### config.mk
export PLATFORM = sky130hd
export DESIGN_NAME = vga_controller
export DESIGN_NICKNAME = d
export VERILOG_FILES = /design/src/rtl/vga_pkg.sv /design/src/rtl/vga_axis_counter.sv /design/src/rtl/vga_controller.sv
export SDC_FILE = /design/constraint.sdc
export NUM_CORES = 1
export LEC_CHECK = 0
export BUFFER_PORTS_ARGS = -buffer_cell sky130_fd_sc_hd__buf_2
export CAP_MARGIN = 20
export CORE_MARGIN = 5
export CORE_UTILIZATION = 54
export DETAILED_ROUTE_END_ITERATION = 7
export PLACE_DENSITY = 0.84
export SYNTH_ARGS = -nofsm -noshare
export SYNTH_HDL_FRONTEND = slang
export SYNTH_SLANG_ARGS = --single-unit
### constraint.sdc
create_clock -name i_clk -period 6.6 [get_ports i_clk]
set_input_delay 1.65 -clock i_clk [delete_from_list [all_inputs] [get_ports i_clk]]
set_output_delay 1.65 -clock i_clk [all_outputs]
set_load 0.02 [all_outputs]
### src/rtl/vga_pkg.sv
// -----------------------------------------------------------------------------
// vga_pkg
// Shared definitions for the VGA timing generator: the per-axis phase
// encoding, the counter width and the default 640x480@60 timing constants.
// No ports (package).
// -----------------------------------------------------------------------------
package vga_pkg;

  localparam int CNT_W = 11;

  typedef enum logic [1:0] {
    PH_ACT   = 2'd0,
    PH_FRONT = 2'd1,
    PH_SYN   = 2'd2,
    PH_BACK  = 2'd3
  } phase_t;

  localparam int H_ACTIVE_DEF = 640;
  localparam int H_FP_DEF     = 16;
  localparam int H_SYNC_DEF   = 96;
  localparam int H_BP_DEF     = 48;
  localparam int V_ACTIVE_DEF = 480;
  localparam int V_FP_DEF     = 10;
  localparam int V_SYNC_DEF   = 2;
  localparam int V_BP_DEF     = 33;

  function automatic int axis_total(input int active, input int fp,
                                    input int sync, input int bp);
    return active + fp + sync + bp;
  endfunction

endpackage

### src/rtl/vga_axis_counter.sv
// -----------------------------------------------------------------------------
// vga_axis_counter
// One timing axis: a counter over 0..TOTAL-1 plus the phase FSM that tracks
// which interval the count is in. Used once per line (horizontal) and once
// per frame (vertical).
//
// state    | meaning
// ---------+------------------------------------------
// PH_ACT   | count in visible interval
// PH_FRONT | count in front porch
// PH_SYN   | count in sync pulse
// PH_BACK  | count in back porch
//
// Ports:
//   clk    in   clock
//   rst_b  in   synchronous active-low reset
//   step   in   advance count/phase this cycle
//   count  out  current position on the axis
//   phase  out  interval the current count lies in
//   wrap   out  high in a step cycle where count is at TOTAL-1
// -----------------------------------------------------------------------------
module vga_axis_counter
  import vga_pkg::*;
#(
  parameter int ACTIVE = H_ACTIVE_DEF,
  parameter int FP     = H_FP_DEF,
  parameter int SYNC   = H_SYNC_DEF,
  parameter int BP     = H_BP_DEF
) (
  input  logic             clk,
  input  logic             rst_b,
  input  logic             step,
  output logic [CNT_W-1:0] count,
  output phase_t           phase,
  output logic             wrap
);

  localparam int TOTAL = axis_total(ACTIVE, FP, SYNC, BP);

  localparam logic [CNT_W-1:0] LAST_ACT   = CNT_W'(ACTIVE - 1);
  localparam logic [CNT_W-1:0] LAST_FRONT = CNT_W'(ACTIVE + FP - 1);
  localparam logic [CNT_W-1:0] LAST_SYN   = CNT_W'(ACTIVE + FP + SYNC - 1);
  localparam logic [CNT_W-1:0] LAST_BACK  = CNT_W'(TOTAL - 1);

  phase_t phase_nxt;

  assign wrap = step && (count == LAST_BACK);

  // Phase leaves an interval on the step that moves count past its last value,
  // so phase always describes the count it sits next to.
  always_comb begin
    phase_nxt = phase;
    case (phase)
      PH_ACT:   if (count == LAST_ACT)   phase_nxt = PH_FRONT;
      PH_FRONT: if (count == LAST_FRONT) phase_nxt = PH_SYN;
      PH_SYN:   if (count == LAST_SYN)   phase_nxt = PH_BACK;
      PH_BACK:  if (count == LAST_BACK)  phase_nxt = PH_ACT;
      default:  phase_nxt = PH_ACT;
    endcase
  end

  always_ff @(posedge clk) begin
    if (!rst_b) begin
      count <= '0;
      phase <= PH_ACT;
    end else if (step) begin
      count <= wrap ? '0 : count + CNT_W'(1);
      phase <= phase_nxt;
    end
  end

endmodule

### src/rtl/vga_controller.sv
// -----------------------------------------------------------------------------
// vga_controller
// VGA raster timing generator with registered colour/sync/blank outputs.
// Pixel source is expected to return colour combinationally for the current
// o_VGA_X/o_VGA_Y; colour, blank and sync are all registered on the same
// enable so they stay aligned, one pixel behind the coordinates.
//
// Ports:
//   i_clk           in   clock
//   i_reset         in   synchronous active-low reset
//   i_pix_en        in   pixel-advance enable
//   i_VGA_R/G/B     in   8-bit colour for current coordinate
//   o_VGA_X/Y       out  11-bit horizontal/vertical count
//   o_VGA_R/G/B     out  registered colour, 0 outside active area
//   o_VGA_HS/VS     out  active-low sync
//   o_VGA_BLANK_N   out  low outside active area
//   o_VGA_SYNC_N    out  constant 0
//   o_frame_start   out  pulse on the enable cycle at (0,0)
//   o_vblank_start  out  pulse on the enable cycle at the last pixel of the
//                        last active line
// -----------------------------------------------------------------------------
module vga_controller
  import vga_pkg::*;
#(
  parameter int H_ACTIVE = H_ACTIVE_DEF,
  parameter int H_FP     = H_FP_DEF,
  parameter int H_SYNC   = H_SYNC_DEF,
  parameter int H_BP     = H_BP_DEF,
  parameter int V_ACTIVE = V_ACTIVE_DEF,
  parameter int V_FP     = V_FP_DEF,
  parameter int V_SYNC   = V_SYNC_DEF,
  parameter int V_BP     = V_BP_DEF
) (
  input  logic        i_clk,
  input  logic        i_reset,
  input  logic        i_pix_en,
  input  logic [7:0]  i_VGA_R,
  input  logic [7:0]  i_VGA_G,
  input  logic [7:0]  i_VGA_B,
  output logic [10:0] o_VGA_X,
  output logic [10:0] o_VGA_Y,
  output logic [7:0]  o_VGA_R,
  output logic [7:0]  o_VGA_G,
  output logic [7:0]  o_VGA_B,
  output logic        o_VGA_HS,
  output logic        o_VGA_VS,
  output logic        o_VGA_BLANK_N,
  output logic        o_VGA_SYNC_N,
  output logic        o_frame_start,
  output logic        o_vblank_start
);

  localparam logic [CNT_W-1:0] V_LAST_ACT = CNT_W'(V_ACTIVE - 1);

  logic [CNT_W-1:0] h_cnt;
  logic [CNT_W-1:0] v_cnt;
  phase_t           h_phase;
  phase_t           v_phase;
  logic             h_wrap;
  logic             v_wrap_unused;  // frame wrap is decoded from counts instead
  logic             active;

  vga_axis_counter #(
    .ACTIVE (H_ACTIVE),
    .FP     (H_FP),
    .SYNC   (H_SYNC),
    .BP     (H_BP)
  ) u_h_axis (
    .clk    (i_clk),
    .rst_b  (i_reset),
    .step   (i_pix_en),
    .count  (h_cnt),
    .phase  (h_phase),
    .wrap   (h_wrap)
  );

  // Vertical axis steps once per line, on the horizontal wrap.
  vga_axis_counter #(
    .ACTIVE (V_ACTIVE),
    .FP     (V_FP),
    .SYNC   (V_SYNC),
    .BP     (V_BP)
  ) u_v_axis (
    .clk    (i_clk),
    .rst_b  (i_reset),
    .step   (h_wrap),
    .count  (v_cnt),
    .phase  (v_phase),
    .wrap   (v_wrap_unused)
  );

  assign o_VGA_X      = h_cnt;
  assign o_VGA_Y      = v_cnt;
  assign o_VGA_SYNC_N = 1'b0;

  assign active = (h_phase == PH_ACT) && (v_phase == PH_ACT);

  // Pulses are decoded from registered counts and qualified by the enable, so
  // they last exactly one clock; reset forces them low in the reset cycle.
  assign o_frame_start  = i_reset && i_pix_en && (h_cnt == '0) && (v_cnt == '0);
  assign o_vblank_start = i_reset && h_wrap && (v_cnt == V_LAST_ACT);

  always_ff @(posedge i_clk) begin
    if (!i_reset) begin
      o_VGA_R       <= '0;
      o_VGA_G       <= '0;
      o_VGA_B       <= '0;
      o_VGA_BLANK_N <= 1'b0;
      o_VGA_HS      <= 1'b1;
      o_VGA_VS      <= 1'b1;
    end else if (i_pix_en) begin
      o_VGA_R       <= active ? i_VGA_R : 8'd0;
      o_VGA_G       <= active ? i_VGA_G : 8'd0;
      o_VGA_B       <= active ? i_VGA_B : 8'd0;
      o_VGA_BLANK_N <= active;
      o_VGA_HS      <= (h_phase != PH_SYN);
      o_VGA_VS      <= (v_phase != PH_SYN);
    end
  end

endmodule
==> results.yml, run 1 <==
run_status:
  run_status: "completed"
clock_tree:
  path_clk_slew_ns: 0.09
  postCtsSetupRepairBufs: 0
  h-tree-depth: 2
  cts.sinks: 53
  cts_tree: "built"
  root_buffer: "clkbuf_8"
  insertion_delay_ns: 0.31
  cts_buffers: 5
  cts_resized: 0
  cts_hold_buf: 0
  clk_path_buf_depth: 2
cells_and_area:
  multi_input_area_um2: 1340
  postLayoutCellArea_um2: 3010
  fillers: 366
  ff_latch_area_um2: 1060
  drive_gt1_share_pct: 28.0
  final_cell_mix: "buf_2, dfxtp_1, nor2_1"
  diodes: 0
  nets: 395
  layout_commonest_cell: "buf_2"
  areaGrowthSynthToFinish_pct: 20.2
power_and_ir_drop:
  power_density_nw_per_um2: 205
  intPower_uw: 466
  ir_drop_uv: 158
  clkPwrFrac_pct: 35.9
  seqPwrFrac_pct: 54.3
  p_leak_nw: 1.34
  p_sw_uw: 151
  combPwrFrac_pct: 9.8
  power_switching_share_pct: 24.5
synth:
  synthMuxAreaShare_pct: 1.20
  synth_ff_type: "dfxtp_1"
  synth_top_family_by_area: "simple AND/OR/NAND/NOR gates"
  synthAdderAreaFrac_pct: 7.49
  synth_xor_xnor_area_share_pct: 6.64
  syn_inst: 282
  synth-seq-cells: 53
  synthArstFlopShare_pct: 0
  synth-edff-count: 0
  synth_cell_type_count: 44
  synth_fp_nets: 324
  synth-compound-area-share_pct: 12.4
  synth_area_um2: 2510
  seq_area_frac_synth_pct: 42.3
  ys_warn_count: 0
  synth_area_per_cell_um2: 8.89
  synth_simple_gate_area_share_pct: 25.4
critical_path:
  cp_data_arrival_time_ns: 3.41
  critPathLaunchType: "input port"
  crit_path_end_kind: "primary output"
  crit_type: "in2out"
  crit_fanout: 28
  required_ns: 4.95
global_routing:
  antenna_found_initial: 0
  overflow: 0
  track_usage_pct: 20.0
  grt_pass1_wl_um: 10300
  grt_max_degree: 32
  first_global_vias: 2112
timing:
  rsz0062_at_grt: "false"
  worst-slew-pin-transition_ns: 0.939
  period_share_pct: 76.7
  hold_violations: 0
  slew_headroom_pct: 37.3
  tns_ns: 0
  finClkSkew_ns: 0.00857
  fin_crit_ns: 5.06
  fmax_mhz: 198
  maxSlewViolCount: 0
  finalSetupViolCount: 0
route:
  dr.pass1.iters: 4
  dr_total_vias: 2246
  routed_wl_um: 5970
  via_per_inst: 5.53
  drc: 0
  wl_per_cell_um: 14.7
  ant_nets: 0
  drtIter0Drc: 161
floorplanning:
  start_util_pct: 56.8
  die_h_um: 78.1
  fp.dieW_um: 78.1
  row_count: 24
  dieArea_um2: 6100
  core_area_um2: 4410
  io-pin-count: 79
worst_hold_path:
  hold_path.class: "reg2reg"
placed_design:
  place_hpwl_um: 4320
  io_buffers: 77
  dpl-instance-area_um2: 2900
  gp_congestion: 0.865
job:
  cap_violations: 0
==> per-stage QoR <==
stage | power [mW] | instances | setup slack [ns] | hold WS [ns] | util [%]
global placement | 0.401 | 398 | 1.58 | 0.452 | 65.7
global route | 0.648 | 406 | 1.38 | 0.504 | 68.2
CTS | 0.622 | 406 | 1.54 | 0.483 | 68.2
finish | 0.616 | 406 | 1.54 | 0.478 | 68.2
detailed placement | 0.403 | 398 | 1.55 | 0.461 | 65.7
floorplan | 0.380 | 282 | 1.98 | 0.468 | -
==> cell usage after synthesis, types with 6 or more instances <==
cell type  number  share of area [%]
nor2_1         52                7.8
a21oi_1         6                1.2
xnor2_1        10                3.5
nand4_1         9                2.2
xor2_1          9                3.1
a22oi_1        24                7.2
clkbuf_1       11                1.6
dfxtp_1        53                 42
nand2_1        20                3.0
ha_1           15                7.5
inv_1          11                1.6
nand3_1         7                1.4
==> sequential cells by signal, indices dropped and copies added (netlist names) <==
signal and cells:
u_h_axis.count 11, o_VGA_BLANK_N 1, o_VGA_B 8, u_v_axis.count 11, u_v_axis.phase 2, o_VGA_G 8
o_VGA_VS 1, u_h_axis.phase 2, o_VGA_R 8, o_VGA_HS 1
==> final timing paths <==
check,slack (ns),cells after the start,end,startpoint
worst max-delay path,1.54,7,o_vblank_start,i_pix_en
worst min-delay path,0.48,2,o_VGA_VS$_SDFFE_PN1P_,o_VGA_VS$_SDFFE_PN1P_
worst max register to register,4.19,7,u_v_axis.phase[1]$_SDFFE_PN0P_,u_v_axis.count[0]$_SDFFE_PN0P_
worst min register to register,0.48,2,o_VGA_VS$_SDFFE_PN1P_,o_VGA_VS$_SDFFE_PN1P_
==> per-layer routing <==
metal	vias up	global-route usage [%]	share of wire (%)
li1	1120	-	-
met1	1066	25.5	43
met2	53	33.7	51
met3	7	4.81	4.9
met4	0	5.07	1.2
met5	-	0	0
==> cells by family after synthesis <==
kind of cell | after synthesis
fa+ha+maj | 15
flops | 53
simple gates | 122
xor+xnor | 19
compound gates | 43
mux | 3
other cells | 1
buf+inv | 26
==> cell type report <==
class | instances | area share [%]
clock buffers | 6 | 2.41
clock inverters | 2 | 1.29
repair buffers | 78 | 13.0
multi-input cells | 203 | 44.4
inverters | 12 | 1.50
well taps | 52 | 2.16
flip-flops and latches | 53 | 35.2
==> power by group through the flow <==
stage	sequential, mW	clock (mW)	combinational [mW]
5_1_grt	0.337	0.245	0.0658
6_report	0.335	0.221	0.0602
3_3_place_gp	0.342	0	0.0595
2_1_floorplan	0.354	0	0.0255
3_5_place_dp	0.342	0	0.0606
4_1_cts	0.335	0.226	0.0609
==> critical path, stage by stage <==
cell and delay, ns:
buf_2 0.22, clkinv_1 0.10, buf_4 0.23, or4_4 0.69, nor2_1 0.18, and3_1 0.17
buf_2 0.16
Power figures use the tool's default switching activity.
==> run 2, diff against run 1 <==
--- a/config.mk
+++ b/config.mk
@@ -5,12 +5,13 @@
 export SDC_FILE = /design/constraint.sdc
 export NUM_CORES = 1
 export LEC_CHECK = 0
+export ABC_AREA = 1
 export BUFFER_PORTS_ARGS = -buffer_cell sky130_fd_sc_hd__buf_2
 export CAP_MARGIN = 20
 export CORE_MARGIN = 5
-export CORE_UTILIZATION = 54
+export CORE_UTILIZATION = 52
 export DETAILED_ROUTE_END_ITERATION = 7
-export PLACE_DENSITY = 0.84
+export PLACE_DENSITY = 0.8
 export SYNTH_ARGS = -nofsm -noshare
 export SYNTH_HDL_FRONTEND = slang
 export SYNTH_SLANG_ARGS = --single-unit
==> constraint.sdc (replaced) <==
create_clock -name i_clk -period 4.7 [get_ports i_clk]
set_input_delay 1.175 -clock i_clk [delete_from_list [all_inputs] [get_ports i_clk]]
set_output_delay 1.175 -clock i_clk [all_outputs]
set_load 0.02 [all_outputs]
==> results.yml, run 2 <==
cells_and_area:
  diodes: 0
  fillers: 466
  drive_gt1_share_pct: 26.5
  layout_commonest_cell: "nand2_1"
  areaGrowthSynthToFinish_pct: 18.7
  reg.largest.list: "u_h_axis.count (11), u_v_axis.count (11)"
  stdcell_count: 522
  nets: 493
  final_cell_mix: "nand2_1, buf_2, dfxtp_1"
  postLayoutCellArea_um2: 3290
job:
  cap_violations: 0
clock_tree:
  root_buffer: "clkbuf_8"
  postCtsSetupRepairBufs: 0
  cts.sinks: 53
  cts_buffers: 5
  insertion_delay_ns: 0.32
  path_clk_slew_ns: 0.10
  cts_hold_buf: 0
  clk_path_buf_depth: 2
  h-tree-depth: 2
  cts_tree: "built"
  cts_resized: 0
route:
  ant_nets: 0
  routed_wl_um: 6540
  via_per_inst: 4.98
  drc: 0
  dr_total_vias: 2600
  wl_per_cell_um: 12.5
  drtIter0Drc: 178
  dr.pass1.iters: 4
synth:
  seq_area_frac_synth_pct: 38.2
  synth_area_leaders: "dfxtp_1, nand2_1, ha_1, a21oi_1, nor2_1"
  ys_warn_count: 0
  netlist_top_cells_count: "nand2_1, dfxtp_1, nor2_1"
  yosysMostFrequentCell: "nand2_1"
  synth_top_area_share_pct: 38.2
  synthArstFlopShare_pct: 0
  synth_area_per_cell_um2: 7.34
  synth_area_um2: 2770
  synth_ff_type: "dfxtp_1"
  synth-edff-count: 0
  synth_cell_type_count: 37
  netlist.top_cell.by_area: "dfxtp_1"
  syn_inst: 378
  synth-seq-cells: 53
  synth_fp_nets: 420
global_routing:
  first_global_vias: 2483
  track_usage_pct: 18.9
  antenna_found_initial: 0
  overflow: 0
  grt_max_degree: 37
  grt_pass1_wl_um: 11100
timing:
  slew_headroom_pct: 41.9
  layout_setup_ws_ns: 1.24
  rsz0062_at_grt: "false"
  maxSlewViolCount: 0
  fin_crit_ns: 3.46
  tns_ns: 0
  finalSetupViolCount: 0
  hold_violations: 0
  fmax_mhz: 289
  worst-slew-pin-transition_ns: 0.868
  period_share_pct: 73.6
  finClkSkew_ns: 0.0119
placed_design:
  dp_slack_ns: 1.22
  dpl-instance-area_um2: 3190
  io_buffers: 77
  place_hpwl_um: 4940
  gp_congestion: 0.909
  dp_cells: 514
floorplanning:
  fp.dieW_um: 83.0
  io-pin-count: 79
  row_count: 26
  dieArea_um2: 6890
  core_area_um2: 5140
  die_h_um: 83.0
  start_util_pct: 54.0
power_and_ir_drop:
  power_density_nw_per_um2: 255
  ir_drop_uv: 221
  p_leak_nw: 1.57
  totalPowerFinal_uw: 840
worst_hold_path:
  hold_path.class: "reg2reg"
critical_path:
  required_ns: 3.52
  critPathLaunchType: "input port"
  crit_type: "in2out"
  crit_fanout: 36
  cp_data_arrival_time_ns: 2.28
  critical_path_buf_inv_count: 3
  crit_path_end_kind: "primary output"
  slowest_delay_ns: 0.22
  critPathSlowestCell: "nor3_1"
  crit_family: "buffers and inverters"
  crit_chain: "buf_2 -> inv_4 -> nor3_1 -> nand4_1 -> nor3_1 -> buf_2"
run_status:
  run_status: "completed"
## run 2: through the flow
stage / util, % / hold WS (ns)
2_1_floorplan: - / 0.497
3_3_place_gp: 62.1 / 0.451
3_5_place_dp: 62.1 / 0.447
4_1_cts: 64.0 / 0.469
5_1_grt: 64.0 / 0.495
6_report: 64.0 / 0.465
## run 2: area by class of cell
type                       instances  area [µm²]  share of cell area [%]
tap                               70        87.6                    2.66
sequential                        53        1060                    32.2
inverter                          42         163                    4.94
clock inverter                     3        28.8                   0.874
multi-input combinational        272        1500                    45.5
timing repair buffer              77         385                    11.7
clock buffer                       5        68.8                    2.09
## run 2: worst min-delay path: cells and delay by family (launching register included)
family	cells	cell delay [ns]
AOI/OAI and AO/OA	1	0.05
DFF	1	0.32
and+or+nand+nor	1	0.06
## run 2: per-layer routing
layer	vias to the layer above	share of wire (%)	wire length (µm)	track usage [%]
met5	-	0	0	0
met1	1171	44	2850	22.9
met3	11	4.9	319	4.26
met2	77	50	3280	32.8
li1	1341	-	-	-
met4	0	1.4	92	6.39
## run 2: worst paths after layout
path / cells past startpoint / from / slack (ns) / end
worst min-delay path: 2 / o_VGA_B[3]$_SDFFE_PN0P_ / 0.47 / o_VGA_B[3]$_SDFFE_PN0P_
worst max-delay path: 6 / i_pix_en / 1.24 / o_frame_start
worst max register to register: 6 / u_h_axis.phase[0]$_SDFFE_PN0P_ / 2.91 / o_VGA_G[1]$_SDFFE_PN0P_
worst min register to register: 2 / o_VGA_B[3]$_SDFFE_PN0P_ / 0.47 / o_VGA_B[3]$_SDFFE_PN0P_
## run 2: logic make-up (layout without fill, tap and decap cells)
family	count (synthesis)	after routing	share of synthesized area, %
and+or+nand+nor	203	203	35.8
xor gates and xnor gates	9	9	2.84
adders and majority gates	15	15	6.77
AOI/OAI and AO/OA	44	44	8.43
buffers and inverters	53	127	7.76
other	1	1	0.135
DFF	53	53	38.2
## run 2: power by group
part / switching, mW / internal (mW)
clock network: 0.166 / 0.112
logic: 0.0593 / 0.0312
registers: 0.00864 / 0.463
==> run 3, diff against run 2 <==
==> constraint.sdc (replaced) <==
create_clock -name i_clk -period 3.6 [get_ports i_clk]
set_input_delay 0.9 -clock i_clk [delete_from_list [all_inputs] [get_ports i_clk]]
set_output_delay 0.9 -clock i_clk [all_outputs]
set_load 0.02 [all_outputs]
==> results.yml, run 3 (synthesis results as in run 2) <==
placed_design:
  gp_congestion: 0.922
  place_hpwl_um: 5110
  dpl-instance-area_um2: 3200
  dp_cells: 515
  dp_slack_ns: 0.704
  io_buffers: 77
clock_tree:
  cts.sinks: 53
  h-tree-depth: 2
  postCtsSetupRepairBufs: 0
  cts_resized: 0
  cts_buffers: 5
  root_buffer: "clkbuf_8"
  cts_hold_buf: 0
  path_clk_slew_ns: 0.10
  cts_tree: "built"
  clk_path_buf_depth: 2
  insertion_delay_ns: 0.31
global_routing:
  first_global_vias: 2538
  track_usage_pct: 19.4
  antenna_found_initial: 0
  overflow: 0
  grt_pass1_wl_um: 11400
  grt_max_degree: 37
timing:
  period_share_pct: 80.4
  finClkSkew_ns: 0.00650
  rsz0062_at_grt: "false"
  fin_crit_ns: 2.89
  holdWs_ns: 0.468
  worst-slew-pin-transition_ns: 0.867
  maxSlewViolCount: 0
  tns_ns: 0
  finalSetupViolCount: 0
  hold_violations: 0
  fmax_mhz: 346
  layout_setup_ws_ns: 0.706
  slew_headroom_pct: 42.0
critical_path:
  r2r-end: "o_VGA_B[6]$_SDFFE_PN0P_"
  crit_fanout: 36
  crit_path_end_kind: "primary output"
  cp-endpoint: "o_frame_start"
  r2r_start: "u_h_axis.phase[0]$_SDFFE_PN0P_"
  crit_type: "in2out"
  required_ns: 2.70
  r2r_slack_ns: 1.78
  cp_data_arrival_time_ns: 1.99
  critPathLaunchType: "input port"
  critPathLaunch: "i_pix_en"
  rr_worst_depth: 6
floorplanning:
  io-pin-count: 79
  dieArea_um2: 6890
  row_count: 26
  fp.dieW_um: 83.0
  start_util_pct: 54.0
  core_area_um2: 5140
  die_h_um: 83.0
power_and_ir_drop:
  power_density_nw_per_um2: 329
  totalPowerFinal_mw: 1.08
  p_leak_nw: 1.57
  ir_drop_uv: 283
cells_and_area:
  drive_gt1_share_pct: 26.7
  final_cell_mix: "nand2_1, buf_2, dfxtp_1"
  nets: 494
  postLayoutCellArea_um2: 3300
  reg.largest.list: "u_h_axis.count (11), u_v_axis.count (11)"
  fin_util_pct: 64.1
  layout_commonest_cell: "nand2_1"
  areaGrowthSynthToFinish_pct: 18.9
  stdcell_count: 523
  diodes: 0
route:
  via_per_inst: 5.01
  drtIter0Drc: 152
  wl_per_cell_um: 12.8
  dr_total_vias: 2622
  ant_nets: 0
  routed_wl_um: 6680
  dr.pass1.iters: 4
  drc: 0
run_status:
  run_status: "completed"
worst_hold_path:
  hold_path.class: "reg2reg"
job:
  cap_violations: 0
## run 3: worst max-delay path, cell delays in order
cell     delay [ns]
buf_2          0.18
inv_4          0.18
nor3_1         0.24
nand4_1        0.14
nor3_1         0.15
buf_2          0.19
## run 3: cell type report
type / instances / area [µm²]
timing repair buffer: 78 / 393
multi-input combinational: 272 / 1500
sequential: 53 / 1060
inverter: 42 / 163
clock buffer: 5 / 68.8
fill: 475 / 1840
clock inverter: 3 / 26.3
tap: 70 / 87.6
## run 3: where the power goes
part	leakage (nW)	internal (mW)	switching, mW
logic	1.09	0.0414	0.0785
clock network	0.0423	0.142	0.208
registers	0.433	0.605	0.0110
## run 3: worst min path at each step
stage	start	endpoint	slack [ns]	cells past startpoint
2_1_floorplan	u_h_axis.phase[1]$_SDFFE_PN0P_	u_h_axis.phase[1]$_SDFFE_PN0P_	0.50	2
3_3_place_gp	o_VGA_G[5]$_SDFFE_PN0P_	o_VGA_G[5]$_SDFFE_PN0P_	0.45	2
3_5_place_dp	o_VGA_G[5]$_SDFFE_PN0P_	o_VGA_G[5]$_SDFFE_PN0P_	0.46	2
4_1_cts	o_VGA_G[5]$_SDFFE_PN0P_	o_VGA_G[5]$_SDFFE_PN0P_	0.47	2
5_1_grt	o_VGA_B[5]$_SDFFE_PN0P_	o_VGA_B[5]$_SDFFE_PN0P_	0.50	2
6_report	o_VGA_G[5]$_SDFFE_PN0P_	o_VGA_G[5]$_SDFFE_PN0P_	0.47	2
## run 3: per-layer routing
layer  vias up  global-route usage [%]  routed length, µm
met4         0                    6.09                 84
met1      1196                    23.4               2790
met2        74                    33.6               3370
met5         -                       0                  0
met3         7                    5.25                442
li1       1345                       -                  -
